$ cat src/rtl/rvc_fetch_aligner_pkg.sv
// rvc_fetch_aligner_pkg: shared constants, state type and RVC detection for the fetch aligner
package rvc_fetch_aligner_pkg;
  localparam logic [31:0] NOP_INSTR = 32'h0000_0013;
  typedef enum logic {ALIGNED, SPAN} align_state_e;
  function automatic logic is_rvc(input logic [15:0] half);
    return half[1:0] != 2'b11;
  endfunction
endpackage

$ cat src/rtl/rvc_fetch_aligner.sv
// rvc_fetch_aligner: extracts the halfword-aligned instruction at pc_i from word fetches, stalling one cycle on straddles
module rvc_fetch_aligner
  import rvc_fetch_aligner_pkg::*;
#(
  parameter int XLEN  = 32,
  parameter int CNT_W = 32
) (
  input  logic             clk,
  input  logic             reset,
  input  logic [XLEN-1:0]  pc_i,
  output logic [XLEN-1:0]  fetch_addr_o,
  input  logic [31:0]      fetch_word_i,
  input  logic             if_id_en_i,
  input  logic             flush_i,
  output logic [31:0]      instr_o,
  output logic             instr_valid_o,
  output logic             is_compressed_o,
  output logic [2:0]       pc_step_o,
  output logic             stall_compressed_o,
  output logic [CNT_W-1:0] straddle_cnt_o
);
  align_state_e     state_q, state_d;
  logic [15:0]      hbuf_q, hbuf_d;
  logic [CNT_W-1:0] cnt_q, cnt_d;
  logic [15:0]      lo, hi, half;
  logic [XLEN-3:0]  word_nxt;
  logic [31:0]      raw;
  logic             span, straddle, take;
  always_comb begin
    lo       = fetch_word_i[15:0];
    hi       = fetch_word_i[31:16];
    half     = pc_i[1] ? hi : lo;
    span     = state_q == SPAN;
    straddle = !span && pc_i[1] && !is_rvc(hi);
    take     = straddle && if_id_en_i && !flush_i;
    word_nxt = pc_i[XLEN-1:2] + (XLEN-2)'(1);
    fetch_addr_o       = span ? {word_nxt, 2'b00} : {pc_i[XLEN-1:2], 2'b00};
    raw                = span ? {lo, hbuf_q} : is_rvc(half) ? {16'h0, half} : fetch_word_i;
    instr_valid_o      = !flush_i && !straddle && !(span && reset);
    instr_o            = instr_valid_o ? raw : NOP_INSTR;
    is_compressed_o    = !span && !straddle && is_rvc(half);
    pc_step_o          = span ? 3'd4 : straddle ? 3'd0 : is_rvc(half) ? 3'd2 : 3'd4;
    stall_compressed_o = straddle && !flush_i;
    straddle_cnt_o     = cnt_q;
    state_d = flush_i ? ALIGNED : span ? (if_id_en_i ? ALIGNED : SPAN) : (take ? SPAN : ALIGNED);
    hbuf_d  = flush_i ? 16'h0 : take ? hi : hbuf_q;
    cnt_d   = (take && !(&cnt_q)) ? cnt_q + CNT_W'(1) : cnt_q;
  end
  always_ff @(posedge clk) begin
    if (reset) begin
      state_q <= ALIGNED;
      hbuf_q  <= '0;
      cnt_q   <= '0;
    end else begin
      state_q <= state_d;
      hbuf_q  <= hbuf_d;
      cnt_q   <= cnt_d;
    end
  end
endmodule

$ cat config.mk
export PLATFORM = sky130hd
export DESIGN_NAME = rvc_fetch_aligner
export DESIGN_NICKNAME = d
export VERILOG_FILES = /design/src/rtl/rvc_fetch_aligner_pkg.sv /design/src/rtl/rvc_fetch_aligner.sv
export SDC_FILE = /design/constraint.sdc
export NUM_CORES = 1
export LEC_CHECK = 0
export ABC_AREA = 1
export BUFFER_PORTS_ARGS = -buffer_cell sky130_fd_sc_hd__buf_2
export CAP_MARGIN = 20
export CORE_MARGIN = 4
export CORE_UTILIZATION = 50
export CTS_CLUSTER_DIAMETER = 50
export DETAILED_ROUTE_END_ITERATION = 6
export PLACE_DENSITY = 0.82
export SLEW_MARGIN = 30
export SYNTH_ARGS = -nofsm -noshare
export SYNTH_HDL_FRONTEND = slang
export SYNTH_SLANG_ARGS = --single-unit
$ cat constraint.sdc
create_clock -name clk -period 1.7 [get_ports clk]
set_input_delay 0.34 -clock clk [delete_from_list [all_inputs] [get_ports clk]]
set_output_delay 0.34 -clock clk [all_outputs]
set_load 0.1 [all_outputs]
==> results of run 1 <==
[stage by stage]
stage | worst slack, ps | hold slack, ps
detailed placement | -445.2 | 442.1
global placement | -343.4 | 436.3
floorplan | -1024 | 399.4
[cell families after synthesis]
family,count (synthesis)
AOI/OAI and AO/OA,112
xor gates and xnor gates,23
adders and majority gates,2
buffers and inverters,123
DFF,49
other,1
and+or+nand+nor,446
[synthesized netlist by cell type (3+ instances only)]
library cell  instances  area (um^2)
nand2_1             207        777.0
nor2_1              149        559.3
inv_1                92        345.3
a21oi_1              66        330.3
dfxtp_1              49        980.9
nand3_1              43        215.2
o21ai_0              23        115.1
o21ai_1              17        85.08
nand4_1              15        93.84
xnor2_1              14        122.6
clkbuf_1             11        41.29
nor3_1                9        45.04
xor2_1                9        78.83
buf_2                 6        30.03
nor2_4                6        67.56
buf_4                 5        37.54
buf_6                 5        56.30
nand2_2               5        31.28
nand3b_1              3        22.52
nor2_2                3        18.77
==> impl_metrics.toml, run 1 <==
[outcome]
outcome = "aborted with a tool error"
haltStage = "4_1_cts"
error = "[ERROR DPL-0038] Utilization greater than 100%, impossible to legalize"

[clock_tree]
cts_made_buffers = 5
clock_path_buffers = 2
ctsRootBufferMaster = "clkbuf_8"
cts_resized = 160
cts_max_level = 2
hold_buffers = 0
cts_setup_buffers = 30
cts_sinks = 49

[floorplan]
placementRows = 33
die_h_um = 99.68
start_util = 0.5115
die_x_um = 99.68
io_pins = 170

[place]
placed_cell_area_um2 = 7704
hpwlAfterDp_mm = 16.13
portBuffers = 165
place_inst = 1094
gp_congestion = 0.9900

[synthesis]
synthSimpleGateAreaFrac = 0.4495
syn_inst = 756
synthAdderAreaFrac = 0.005954
yosys_most_used_dff = "dfxtp_1"
synthMuxAreaShare = 0
synth_edf_count = 0
synthArstFlopShare = 0
synth_area_um2 = 4203
synth.distinct_cells = 35
yosysSeqAreaShare = 0.2334
synth_top_family_by_area = "simple AND/OR/NAND/NOR gates"
synth-seq-cells = 49
synth_area_per_cell_um2 = 5.559
synth-compound-area-share = 0.1366
ys_warn_count = 0
synth_xor_xnor_area_share = 0.04793
==> run 2, diff against run 1 <==
- CORE_UTILIZATION: 50 -> 35
- CTS_CLUSTER_DIAMETER: 50 -> not set
- PLACE_DENSITY: 0.82 -> not set
- PLACE_DENSITY_LB_ADDON: not set -> 0.15
==> impl_metrics.toml, run 2 <==
[outcome]
outcome = "finished with violations"
violations = "setup timing"

[global_route]
grt.total_usage = 0.2393
grt_antenna_before_repair = 1
grt_max_degree = 30
overflow = 0
first_global_vias = 5655
grt_pass1_wl_mm = 27.87

[pwr]
p_sw_frac = 0.4105
p_seq_frac = 0.249
power_density_nw_per_um2 = 459.6
p_int_w = 0.002620
p_comb_frac = 0.478
power.leakage_nw = 3.926
p_clk_frac = 0.272
power_w = 0.004444
p_sw_w = 0.001824
vdd_drop_max_mv = 0.3930

[clock_tree]
clk_transition_reported_paths_ps = 60
cts_sinks = 49
clock_path_buffers = 2
hold_buffers = 0
cts_made_buffers = 5
clk_latency_ps = 300
tritoncts = "done"
ctsRootBufferMaster = "clkbuf_16"
cts_max_level = 2

[critical_path]
cp-end-kind = "output port"
crit_required_ps = 1360
r2r_end = "hbuf_q[12]"
crit_start = "span"
rrSetupSlack_ps = -270
r2r_start = "span"
arrival_ps = 1850
cp_max_fo = 6
cp-start-kind = "flip-flop"
worstSetupPathType = "reg -> out"
ff2ff_path_depth = 11

[synthesis]
synth.most_common_cell = "nand2_1"
synth_edf_count = 0
synthTopCellsByArea = "dfxtp_1, nand2_1, nor2_1"
synth_area_um2 = 4203
yosys_most_used_dff = "dfxtp_1"
synthArstFlopShare = 0
synth.largest_area_cell = "dfxtp_1"
synth-seq-cells = 49
ys_warn_count = 0
ys_top_cells_by_count = "nand2_1, nor2_1, inv_1"
syn_inst = 756
yosysSeqAreaShare = 0.2334
synth.distinct_cells = 35
synth_top_cell_area_share = 0.2334
synth_area_per_cell_um2 = 5.559

[sta]
max_freq_ghz = 0.4567
grt_setup_unrepaired = "yes"
finalHoldViolations = 0
fin_skew_ps = 12.07
maxSlewHeadroom = 0.6571
fin_crit_ps = 2189
whs_ps = 330.5
tightest_slew_ps = 517.9
setup_viol = 110
fin_ws_ps = -489.4
post-route-period-util = 1.288
final_max_slew_viol_count = 0

[finish]
final_cells = 1192
largest_register_ffs = 32
final_common_cell = "nand2_1"
final_cell_mix = "nand2_1, nor2_1, buf_4"
fillers = 628
drive_gt1_frac = 0.5811
area_delta_synth_final_pct = 130.1
nets = 1117

[hold_path]
hold_start = "fetch_word_i[20]"
hp-class = "in -> reg"
hold_end = "hbuf_q[4]"
whs_path_depth = 3

[drt]
drtAntennaViolNets = 0
drt-vias-per-instance = 5.339
highest_layer = "met4"
wl_met1_mm = 7.828
post_drt_wl_per_cell_um = 17.48
vias = 6364
first_pass_iters = 5
drt_iter0_markers = 455
wl_met2_mm = 10.72
met3WireLength_mm = 1.531
wirelength_mm = 20.84
drc_errors = 0

[floorplan]
start_util = 0.3634
core_area_um2 = 11560
die_h_um = 117.6
dieArea_um2 = 13830
io_pins = 170
die_x_um = 117.6
placementRows = 39

[place]
hpwlAfterDp_mm = 12.88
portBuffers = 165
place_inst = 1142
gp_congestion = 0.9549

[flow_run]
maxCapViolCount = 0
-- run 2: per-layer routing --
| metal | track usage | vias up |
|---|---|---|
| met3 | 0.04037 | 65 |
| met1 | 0.3061 | 2984 |
| met4 | 0.06447 | 0 |
| li1 | - | 2975 |
| met5 | 0 | - |
| met2 | 0.4165 | 340 |
-- run 2: how the worst max path moves through the flow --
stage	endpoint	cells past startpoint
4_1_cts	fetch_addr_o[25]	7
2_1_floorplan	instr_o[0]	9
5_1_grt	fetch_addr_o[21]	8
6_report	fetch_addr_o[21]	8
3_5_place_dp	fetch_addr_o[21]	11
3_3_place_gp	fetch_addr_o[21]	11
-- run 2: logic make-up (layout without fill, tap and decap cells) --
logic type | after synthesis | count (layout) | synth area share
simple gates | 446 | 448 | 0.4495
other cells | 1 | 4 | 0.0008923
flops | 49 | 49 | 0.2334
buf+inv | 123 | 411 | 0.1256
xor+xnor | 23 | 23 | 0.04793
compound gates | 112 | 112 | 0.1366
fa+ha+maj | 2 | 2 | 0.005953
-- run 2: worst max-delay path, stage by stage (launching register included) --
cell        delay, ps
dfxtp_4           420
nand4_1           180
nor3_4            340
nand2_2           120
inv_2              90
nand2_2            60
nand2_2            70
clkinvlp_4        100
buf_12            170
-- run 2: area by class of cell --
| cell class | count | area, um^2 | area share |
|---|---|---|---|
| flip-flops and latches | 49 | 1100 | 0.1137 |
| repair inverters | 1 | 8.758 | 0.0009058 |
| diodes | 1 | 2.502 | 0.0002588 |
| clock inverters | 3 | 43.79 | 0.004529 |
| repair buffers | 307 | 3412 | 0.3529 |
| clock buffers | 5 | 125.1 | 0.01294 |
| well taps | 143 | 178.9 | 0.01850 |
| inverters | 95 | 469.2 | 0.04852 |
| multi-input cells | 588 | 4329 | 0.4477 |
-- run 2: metrics by stage --
step	TNS [ps]	instance area (um^2)	util	worst slack, ps
3_3_place_gp	-12680	7889	0.6821	-316.0
6_report	-25590	9669	0.8361	-489.4
4_1_cts	-16760	8665	0.7492	-366.6
5_1_grt	-31820	9669	0.8361	-607.6
2_1_floorplan	-22310	5209	-	-1024
3_5_place_dp	-14210	7889	0.6821	-338.3
-- run 2: timing repair --
action                     CTS  global route
gates resized for setup    127           186
gates cloned                 1             6
setup endpoints to repair   67            98
buffers inserted            12            27
pin swaps                   46            63
-- run 2: power groups by stage --
stage | sequential [W] | clock [W] | combinational [W]
2_1_floorplan | 0.00115 | 0 | 0.00107
3_3_place_gp | 0.00114 | 0 | 0.00183
3_5_place_dp | 0.00114 | 0 | 0.00184
4_1_cts | 0.00111 | 0.00120 | 0.00198
5_1_grt | 0.00111 | 0.00125 | 0.00220
6_report | 0.00111 | 0.00121 | 0.00213
(Power assumes the default switching activity.)
